**src/rtl/seq_match_window_counter_if.sv**
```systemverilog
`default_nettype none
// ============================================================================
// Module      : seq_match_window_counter_if
// Description : Result valid/ready port of the match window counter.
//               master = producer of results, slave = consumer.
// Revision    : 1.0 - initial release
// ============================================================================
interface seq_match_window_counter_if #(
    parameter int CNT_W = 5
) ();
    logic [CNT_W-1:0] result_count;
    logic             result_valid;
    logic             result_ready;

    modport master (
        output result_count,
        output result_valid,
        input  result_ready
    );

    modport slave (
        input  result_count,
        input  result_valid,
        output result_ready
    );
endinterface
`default_nettype wire

```
**src/rtl/seq_match_window_counter.sv**
```systemverilog
`default_nettype none
// ============================================================================
// Module      : seq_match_window_counter
// Description : Counts detector match pulses over fixed WINDOW_LEN-cycle
//               windows, publishes each window total on a valid/ready port,
//               pulses an alarm for totals >= THRESHOLD and flags totals
//               dropped because the result slot was still full (sticky).
//               Optional macro SEQ_CNT_SATURATE_EN: accumulator saturates
//               instead of wrapping.
// Revision    : 1.0 - initial release
// ============================================================================
module seq_match_window_counter #(
    parameter int WINDOW_LEN = 16,
    parameter int CNT_W      = 5,
    parameter int THRESHOLD  = 4
) (
    input  wire logic                  clk,
    input  wire logic                  reset_n,
    input  wire logic                  enable,
    input  wire logic                  match_in,
    input  wire logic                  clear_ovr,
    seq_match_window_counter_if.master res,
    output logic                       alarm,
    output logic                       overrun
);

    localparam int               c_WC_W    = $clog2(WINDOW_LEN);
    localparam logic [c_WC_W-1:0] c_LAST   = c_WC_W'(WINDOW_LEN - 1);
    localparam logic [CNT_W-1:0] c_ACC_MAX = {CNT_W{1'b1}};

    localparam logic [0:0] S_IDLE  = 1'b0;
    localparam logic [0:0] S_COUNT = 1'b1;

    logic [0:0]        r_state;
    logic [c_WC_W-1:0] r_win_cnt;
    logic [CNT_W-1:0]  r_acc;
    logic [CNT_W-1:0]  r_count;
    logic              r_valid;
    logic              r_alarm;
    logic              r_overrun;

    logic [CNT_W-1:0]  w_acc_next;
    logic              w_win_end;
    logic              w_xfer;
    logic              w_slot_free;
    logic              w_hit;

    // Accumulator including this cycle's match; it is also the window total
    // on the last window cycle.
`ifdef SEQ_CNT_SATURATE_EN
    assign w_acc_next = (r_acc == c_ACC_MAX) ? r_acc : r_acc + CNT_W'(match_in);
`else
    assign w_acc_next = r_acc + CNT_W'(match_in);
`endif

    // A window only completes if enable is still high on its last cycle;
    // otherwise the partial window is discarded on the way to IDLE.
    assign w_win_end   = (r_state == S_COUNT) && enable && (r_win_cnt == c_LAST);
    assign w_xfer      = r_valid && res.result_ready;
    assign w_slot_free = !r_valid || w_xfer;
    assign w_hit       = (32'(w_acc_next) >= $unsigned(THRESHOLD));

    // Window sequencing: IDLE waits for enable, COUNT runs back-to-back windows.
    always_ff @(posedge clk) begin
        if (!reset_n) begin
            r_state   <= S_IDLE;
            r_win_cnt <= '0;
            r_acc     <= '0;
        end else begin
            case (r_state)
                S_IDLE: begin
                    r_win_cnt <= '0;
                    r_acc     <= '0;
                    if (enable) begin
                        r_state <= S_COUNT;
                    end
                end
                S_COUNT: begin
                    if (!enable) begin
                        r_state   <= S_IDLE;
                        r_win_cnt <= '0;
                        r_acc     <= '0;
                    end else if (w_win_end) begin
                        r_win_cnt <= '0;
                        r_acc     <= '0;
                    end else begin
                        r_win_cnt <= r_win_cnt + c_WC_W'(1);
                        r_acc     <= w_acc_next;
                    end
                end
                default: begin
                    r_state   <= S_IDLE;
                    r_win_cnt <= '0;
                    r_acc     <= '0;
                end
            endcase
        end
    end

    // Result slot, alarm pulse and sticky overrun flag.
    always_ff @(posedge clk) begin
        if (!reset_n) begin
            r_count   <= '0;
            r_valid   <= 1'b0;
            r_alarm   <= 1'b0;
            r_overrun <= 1'b0;
        end else begin
            r_alarm <= 1'b0;
            if (w_win_end && w_slot_free) begin
                r_count <= w_acc_next;
                r_valid <= 1'b1;
                r_alarm <= w_hit;
            end else if (w_xfer) begin
                r_valid <= 1'b0;
            end
            // A drop on the same edge as clear_ovr keeps the flag set.
            if (w_win_end && !w_slot_free) begin
                r_overrun <= 1'b1;
            end else if (clear_ovr) begin
                r_overrun <= 1'b0;
            end
        end
    end

    assign res.result_count = r_count;
    assign res.result_valid = r_valid;
    assign alarm            = r_alarm;
    assign overrun          = r_overrun;

endmodule
`default_nettype wire

```
**src/flat_wrapper.sv**
```systemverilog
// flat-port wrapper written by rule: the top's interface ports become plain ports
module seq_match_window_counter_flat 
#(
    parameter int WINDOW_LEN = 16,
    parameter int CNT_W      = 5,
    parameter int THRESHOLD  = 4
)
  (clk, reset_n, enable, match_in, clear_ovr, alarm, overrun, res_result_count, res_result_valid, res_result_ready);
  seq_match_window_counter_if #(.CNT_W(CNT_W)) res_i ();
  input  wire logic clk;
  input  wire logic reset_n;
  input  wire logic enable;
  input  wire logic match_in;
  input  wire logic clear_ovr;
  output logic alarm;
  output logic overrun;
  output wire logic [$bits(res_i.result_count)-1:0] res_result_count;
  output wire logic [$bits(res_i.result_valid)-1:0] res_result_valid;
  input wire logic [$bits(res_i.result_ready)-1:0] res_result_ready;
  assign res_result_count = res_i.result_count;
  assign res_result_valid = res_i.result_valid;
  assign res_i.result_ready = res_result_ready;
  seq_match_window_counter #(.WINDOW_LEN(WINDOW_LEN), .CNT_W(CNT_W), .THRESHOLD(THRESHOLD)) u_core (.clk(clk), .reset_n(reset_n), .enable(enable), .match_in(match_in), .clear_ovr(clear_ovr), .res(res_i), .alarm(alarm), .overrun(overrun));
endmodule
```
**config.mk**
```make
export PLATFORM = sky130hd
export DESIGN_NAME = seq_match_window_counter_flat
export DESIGN_NICKNAME = d
export VERILOG_FILES = /design/src/rtl/seq_match_window_counter_if.sv /design/src/rtl/seq_match_window_counter.sv /design/src/flat_wrapper.sv
export SDC_FILE = /design/constraint.sdc
export NUM_CORES = 1
export LEC_CHECK = 0
export CAP_MARGIN = 30
export CELL_PAD_IN_SITES_DETAIL_PLACEMENT = 1
export CELL_PAD_IN_SITES_GLOBAL_PLACEMENT = 1
export CORE_MARGIN = 2
export CORE_UTILIZATION = 52
export CTS_BUF_LIST = sky130_fd_sc_hd__clkbuf_2
export DETAILED_ROUTE_END_ITERATION = 16
export DONT_BUFFER_PORTS = 1
export PLACE_DENSITY = 0.91
export SKIP_LAST_GASP = 1
export SYNTH_ARGS = -nofsm -noshare
export SYNTH_HDL_FRONTEND = slang
export SYNTH_SLANG_ARGS = --single-unit
```
**constraint.sdc**
```tcl
create_clock -name clk -period 2.6 [get_ports clk]
set_clock_uncertainty 0.1 [all_clocks]
set_input_delay 0.52 -clock clk [delete_from_list [all_inputs] [get_ports clk]]
set_output_delay 0.52 -clock clk [all_outputs]
set_load 0.02 [all_outputs]
```
==> results of run 1 <==
Yosys cell counts:
cell / number / area share, %
a211o_1: 1 / 1.2
a211oi_1: 3 / 3.0
a21oi_1: 4 / 2.7
a31oi_1: 3 / 2.5
a32oi_1: 1 / 1.2
and2_1: 5 / 4.2
and3_1: 1 / 0.83
buf_6: 2 / 3.0
dfxtp_1: 18 / 48
ha_1: 3 / 5.0
inv_1: 2 / 1.0
nand2_1: 2 / 1.0
nand3_1: 5 / 3.3
nand3_2: 1 / 1.3
nand4_1: 3 / 2.5
nor2_1: 9 / 4.5
nor2b_1: 1 / 0.83
nor3_4: 1 / 2.2
nor4_1: 1 / 0.83
nor4b_2: 1 / 2.0
o31ai_1: 2 / 2.0
or2b_2: 1 / 1.2
xnor2_1: 2 / 2.3
xor2_1: 3 / 3.5
layer usage:
metal	up-vias	track usage [%]	part of all wire (%)
met2	8	31.6	51
met1	272	22.4	44
li1	274	-	-
met3	4	4.74	2.9
met4	0	9.68	1.7
met5	-	0	0
sequential cells by signal (all words and copies together) (netlist names):
| register | flops |
|---|---|
| u_core.r_state | 1 |
| u_core.overrun | 1 |
| u_core.r_acc | 5 |
| u_core.res.result_count | 5 |
| u_core.res.result_valid | 1 |
| u_core.alarm | 1 |
| u_core.r_win_cnt | 4 |
worst max-delay path, cell delays in order (launching register included):
cell      delay, ns
dfxtp_1        0.39
ha_1           0.23
and3_1         0.36
a31oi_1        0.12
a211oi_1       0.22
report_power, final:
part	switching [mW]	leakage, nW	internal (mW)
Sequential	0.00105	0.145	0.278
Clock	0.0863	0.0140	0.0334
Combinational	0.00679	0.121	0.00258
layout make-up:
cell class	count	share of cell area, %
clock buffer	3	1.96
multi-input combinational	53	47.1
inverter	2	0.980
sequential	18	47.1
tap	15	2.45
clock inverter	1	0.490
logic make-up after synthesis:
group / share of synthesized area (%)
flops: 48.0
compound gates: 12.5
buf+inv: 4.00
simple gates: 24.7
fa+ha+maj: 5.00
xor+xnor: 5.83
worst max-delay path by stage:
stage | from | to | depth (start not counted)
5_1_grt | u_core.r_win_cnt[0] | u_core.res.result_count[2] | 4
3_5_place_dp | match_in | u_core.res.result_count[4] | 5
6_report | u_core.r_win_cnt[0] | u_core.res.result_count[4] | 4
4_1_cts | u_core.r_win_cnt[0] | u_core.res.result_count[4] | 4
2_1_floorplan | match_in | u_core.res.result_count[4] | 5
3_3_place_gp | match_in | u_core.res.result_count[4] | 5
==> results by group, run 1 <==
Logic synthesis
  • Share of synthesized area occupied by flip-flops and latches: 48.0%
  • Mapped Nets: 84
  • Area of the mapped netlist: 751 sq um
  • Mean cell area of the mapped netlist: 10.0 sq um
  • Number of instances in the synthesized netlist: 75
  • Ys Warns: 0
  • Number of register bits inferred by synthesis: 18
  • Number of library cell types mapped by synthesis: 24

Critical path
  • Worst Path Max Fanout: 8
  • Critical Path AT: 1.63 ns
  • End of the worst register-to-register path: u_core.res.result_count[4]
  • Setup slack of the worst register-to-register path: 1.11 ns
  • Endpoint kind of the worst setup timing path: flip-flop
  • Launch point of the worst reg-to-reg path: u_core.r_win_cnt[0]
  • Startpoint-to-endpoint class of the critical path: flip-flop to flip-flop
  • Critical path startpoint category: flip-flop
  • Worst endpoint required time: 2.74 ns
  • R2R cell count: 4

STA
  • Number of endpoints with negative hold slack in the final report: 0
  • Setup TNS: 0 ns
  • Measured slew at the worst slew-check pin: 0.474 ns
  • Setup-violating endpoint count in the final report: 0
  • Worst hold slack: 0.224 ns
  • Worst rel slew slack: 68.3%
  • Highest achievable clock rate: 669 MHz
  • Final worst-path cycle share: 57.5%
  • Final critical-path setup slack: 1.11 ns
  • Final max-slew violation count: 0
  • Post-route minimum period: 1.49 ns
  • RSZ-0062 raised after global routing: false

Routing
  • Residual DRC: 0
  • Number of nets with antenna violations after routing: 0
  • WL per Instance: 16.0 microns
  • Count of routing violations after the opening detailed-route iteration: 7
  • Total detailed-routing wirelength: 1470 microns
  • Overall via count from detail_route: 558
  • Number of iterations in the first detailed-routing pass: 4
  • Vias per std cell: 6.07

Clock network
  • CTS Sinks: 18
  • CTS clock-pin slew for the worst setup and hold paths: 0.17 ns
  • Buffer type at the clock tree root: clkbuf_2
  • Buffers inserted by post-CTS timing repair: 0
  • Resize count post-CTS: 0
  • Number of buffers inserted by hold repair at cts: 0
  • Maximum clock insertion buffer count: 2
  • Total CTS buffers: 3
  • Maximum level of the CTS H-tree: 1
  • Worst skew pair latency: 0.30 ns
  • CTS tree: done

Floorplan
  • Floorplan Core Area: 1320 sq um
  • Number of ports placed on the die boundary: 14
  • Die outline area: 1760 sq um
  • Number of placement rows: 13
  • Die Span Y: 42.0 microns
  • Floorplan die width: 42.0 microns
  • Initial core utilization: 57.0%

Final layout
  • Area of the multi-input gates: 360 sq um
  • Net total in the final layout: 87
  • Filler instances: 147
  • Sequential cell area: 360 sq um
  • Most used cells in the layout excluding fill and tap cells: dfxtp_1, nor2_1, and2_1, nand3_1, a21oi_1
  • Most frequent standard cell in the layout excluding fill and tap cells: dfxtp_1
  • Post-Layout Cell Count: 92
  • Final Cell Area: 766 sq um
  • Share of final-layout standard cells stronger than drive strength 1: 9.09%
  • Share of the core filled with cells in the final layout: 58.1%
  • Area Overhead vs Synth: 2.00%
  • Antenna diodes: 0

Hold path
  • Cells on Worst Hold Path: 1
  • Start point of the worst hold path: enable
  • Hold worst-path end: u_core.r_state
  • Path type of the worst min-delay path: input pin to flip-flop

Global route
  • Vias in the first global route: 582
  • Leftover overflow at the end of global routing: 0
  • Global-route wire length before repair: 2500 microns
  • Antenna violations before repair: 0
  • Overall fraction of global-route tracks in use: 18.9%
  • Largest net degree at the start of global routing: 11

Power and ir drop
  • Total design power: 408 uW
  • Worst IR Drop VDD: 0.357 mV
  • Power Density: 533 nW/um^2
  • Leakage power figure: 0.281 nW

Placement
  • Placed insts: 88
  • Final weighted congestion in routability-driven placement: 0.745
  • Detailed Place HPWL: 1130 microns
  • Port Buf Inserts: 0
  • Worst-case setup slack after placement: 0.903 ns
  • Placement-stage cell area: 747 sq um

Run
  • Maxcap violations: 0

Run status
  • Run status: finished clean
Note: power is estimated with default switching activity, not from simulation.
==> inputs of run 2 (changes only) <==
--- a/config.mk
+++ b/config.mk
@@ -9,11 +9,11 @@
 export CELL_PAD_IN_SITES_DETAIL_PLACEMENT = 1
 export CELL_PAD_IN_SITES_GLOBAL_PLACEMENT = 1
 export CORE_MARGIN = 2
-export CORE_UTILIZATION = 52
+export CORE_UTILIZATION = 48
 export CTS_BUF_LIST = sky130_fd_sc_hd__clkbuf_2
 export DETAILED_ROUTE_END_ITERATION = 16
 export DONT_BUFFER_PORTS = 1
-export PLACE_DENSITY = 0.91
+export PLACE_DENSITY = 0.85
 export SKIP_LAST_GASP = 1
 export SYNTH_ARGS = -nofsm -noshare
 export SYNTH_HDL_FRONTEND = slang
==> constraint.sdc (replaced) <==
create_clock -name clk -period 1.55 [get_ports clk]
set_clock_uncertainty 0.1 [all_clocks]
set_input_delay 0.31 -clock clk [delete_from_list [all_inputs] [get_ports clk]]
set_output_delay 0.31 -clock clk [all_outputs]
set_load 0.02 [all_outputs]
==> run 2 against run 1 <==
Register-to-register slack worse by 0.96 ns. Die area grew 7.5%. Sequential cell count unchanged. Worst hold slack worse by 0.17 ns. Sequential share of layout area decreased by 2.5 points. Design area increased by 5.6%. Final cell count is 4.3% higher. Clock power is 68% higher. Combinational power up 110%. Count of clock-buffer cells in the layout did not move. Critical path type unchanged. Largest cell class is now multi-input gates. Highest routed layer unchanged.
==> results by group, run 2 (same netlist as run 1, synthesis figures left out) <==
Final layout
  • Filler instances: 177
  • Share of final-layout standard cells stronger than drive strength 1: 12.5%
  • Area Overhead vs Synth: 7.67%
  • Antenna diodes: 0
  • Most frequent standard cell in the layout excluding fill and tap cells: dfxtp_1
  • Net total in the final layout: 90
  • Most used cells in the layout excluding fill and tap cells: dfxtp_1, nor2_1, and2_1, nand3_1, a21oi_1

Floorplan
  • Number of ports placed on the die boundary: 14
  • Floorplan die width: 43.5 microns
  • Floorplan Core Area: 1490 sq um
  • Initial core utilization: 50.4%
  • Die Span Y: 43.5 microns
  • Number of placement rows: 14
  • Die outline area: 1900 sq um

Critical path
  • Launch point of the worst reg-to-reg path: u_core.r_win_cnt[0]
  • Worst endpoint required time: 1.70 ns
  • Critical Path AT: 1.56 ns
  • End of the worst register-to-register path: u_core.alarm
  • Worst Path Max Fanout: 4
  • Startpoint-to-endpoint class of the critical path: flip-flop to flip-flop
  • R2R cell count: 4
  • Endpoint kind of the worst setup timing path: flip-flop
  • Setup slack of the worst register-to-register path: 0.14 ns
  • Critical path startpoint category: flip-flop

Placement
  • Detailed Place HPWL: 1150 microns
  • Final weighted congestion in routability-driven placement: 0.706
  • Port Buf Inserts: 0

STA
  • Post-route minimum period: 1.41 ns
  • Setup-violating endpoint count in the final report: 0
  • Final max-slew violation count: 0
  • Setup TNS: 0 ns
  • RSZ-0062 raised after global routing: false
  • Measured slew at the worst slew-check pin: 0.464 ns
  • Number of endpoints with negative hold slack in the final report: 0
  • Highest achievable clock rate: 710 MHz
  • Worst rel slew slack: 69.0%
  • Final worst-path cycle share: 90.9%

Routing
  • Total detailed-routing wirelength: 1510 microns
  • Number of nets with antenna violations after routing: 0
  • Overall via count from detail_route: 570
  • Count of routing violations after the opening detailed-route iteration: 4
  • WL per Instance: 15.7 microns
  • Vias per std cell: 5.94
  • Residual DRC: 0
  • Number of iterations in the first detailed-routing pass: 4

Clock network
  • Maximum level of the CTS H-tree: 1
  • CTS clock-pin slew for the worst setup and hold paths: 0.16 ns
  • Buffers inserted by post-CTS timing repair: 0
  • Worst skew pair latency: 0.31 ns
  • CTS Sinks: 18
  • Total CTS buffers: 3
  • Buffer type at the clock tree root: clkbuf_2
  • CTS tree: done
  • Maximum clock insertion buffer count: 2

Global route
  • Overall fraction of global-route tracks in use: 19.4%
  • Global-route wire length before repair: 2620 microns
  • Antenna violations before repair: 0
  • Leftover overflow at the end of global routing: 0
  • Largest net degree at the start of global routing: 11
  • Vias in the first global route: 585

Hold path
  • Path type of the worst min-delay path: input pin to flip-flop
  • Cells on Worst Hold Path: 2
  • Start point of the worst hold path: enable
  • Hold worst-path end: u_core.r_win_cnt[2]

Power and ir drop
  • Leakage power figure: 0.292 nW
  • Power Density: 851 nW/um^2
  • Worst IR Drop VDD: 0.545 mV
  • Total design power: 688 uW

Run
  • Maxcap violations: 0

Run status
  • Run status: finished clean
==> run 2: cell count changes in the layout (fill, tap and decap cells not counted) <==
| cell | previous run | this run |
|---|---|---|
| and3_1 | 1 | 0 |
| buf_4 | 0 | 1 |
| dlygate4sd3_1 | 0 | 2 |
| ha_1 | 3 | 2 |
| ha_4 | 0 | 1 |
| and3_2 | 0 | 1 |
==> run 2: area by class of cell <==
cell class                 instances  area [sq um]  share of cell area [%]
inverter                           2          7.51                   0.929
timing repair buffer               3          27.5                    3.41
multi-input combinational         53           374                    46.3
clock inverter                     1          3.75                   0.464
clock buffer                       3          15.0                    1.86
tap                               16          20.0                    2.48
sequential                        18           360                    44.6
==> run 2: how the worst max path moves through the flow <==
stage / slack [ns] / cells past startpoint / startpoint / to
floorplan: 0.20 / 5 / match_in / u_core.res.result_count[4]
finish: 0.14 / 4 / u_core.r_win_cnt[0] / u_core.alarm
CTS: 0.06 / 4 / u_core.r_win_cnt[0] / u_core.res.result_count[2]
global placement: 0.11 / 5 / match_in / u_core.res.result_count[4]
detailed placement: 0.08 / 4 / u_core.r_win_cnt[0] / u_core.res.result_count[2]
global route: 0.002 / 5 / u_core.r_acc[0] / u_core.res.result_count[4]
==> run 2: critical path, cell delays in order (launching register included) <==
cell	delay (ns)
dfxtp_1	0.39
ha_1	0.24
nand3_2	0.15
nor3_4	0.26
nor4b_2	0.21
==> run 2: layer usage <==
metal | GRT usage (%) | up-vias | wire length (microns)
li1 | - | 280 | -
met1 | 22.2 | 276 | 672
met2 | 29.7 | 9 | 724
met3 | 7.92 | 5 | 65
met4 | 12.7 | 0 | 44
met5 | 0 | - | 0
==> run 2: stage by stage <==
stage	area (sq um)	setup slack (ns)	instances	hold slack [ns]	utilization, %
2_1_floorplan	751	0.200	75	0.318	-
4_1_cts	795	0.0569	96	0.0479	53.4
3_5_place_dp	756	0.0793	90	0.337	50.8
5_1_grt	808	0.00151	96	0.0228	54.3
6_report	808	0.141	96	0.0537	54.3
3_3_place_gp	756	0.111	90	0.331	50.8
==> run 2: power breakdown <==
part,switching [mW],total [mW],internal [mW]
combinational,0.0120,0.0198,0.00786
sequential,0.00189,0.468,0.466
clock,0.145,0.201,0.0560
total,0.158,0.688,0.530
==> run 2: timing repair <==
| item | in CTS | in global routing |
|---|---|---|
| hold endpoints to repair | 1 | 0 |
| hold buffers | 2 | 0 |
| gates resized for setup | 0 | 3 |
| endpoints found under the setup margin | 0 | 8 |
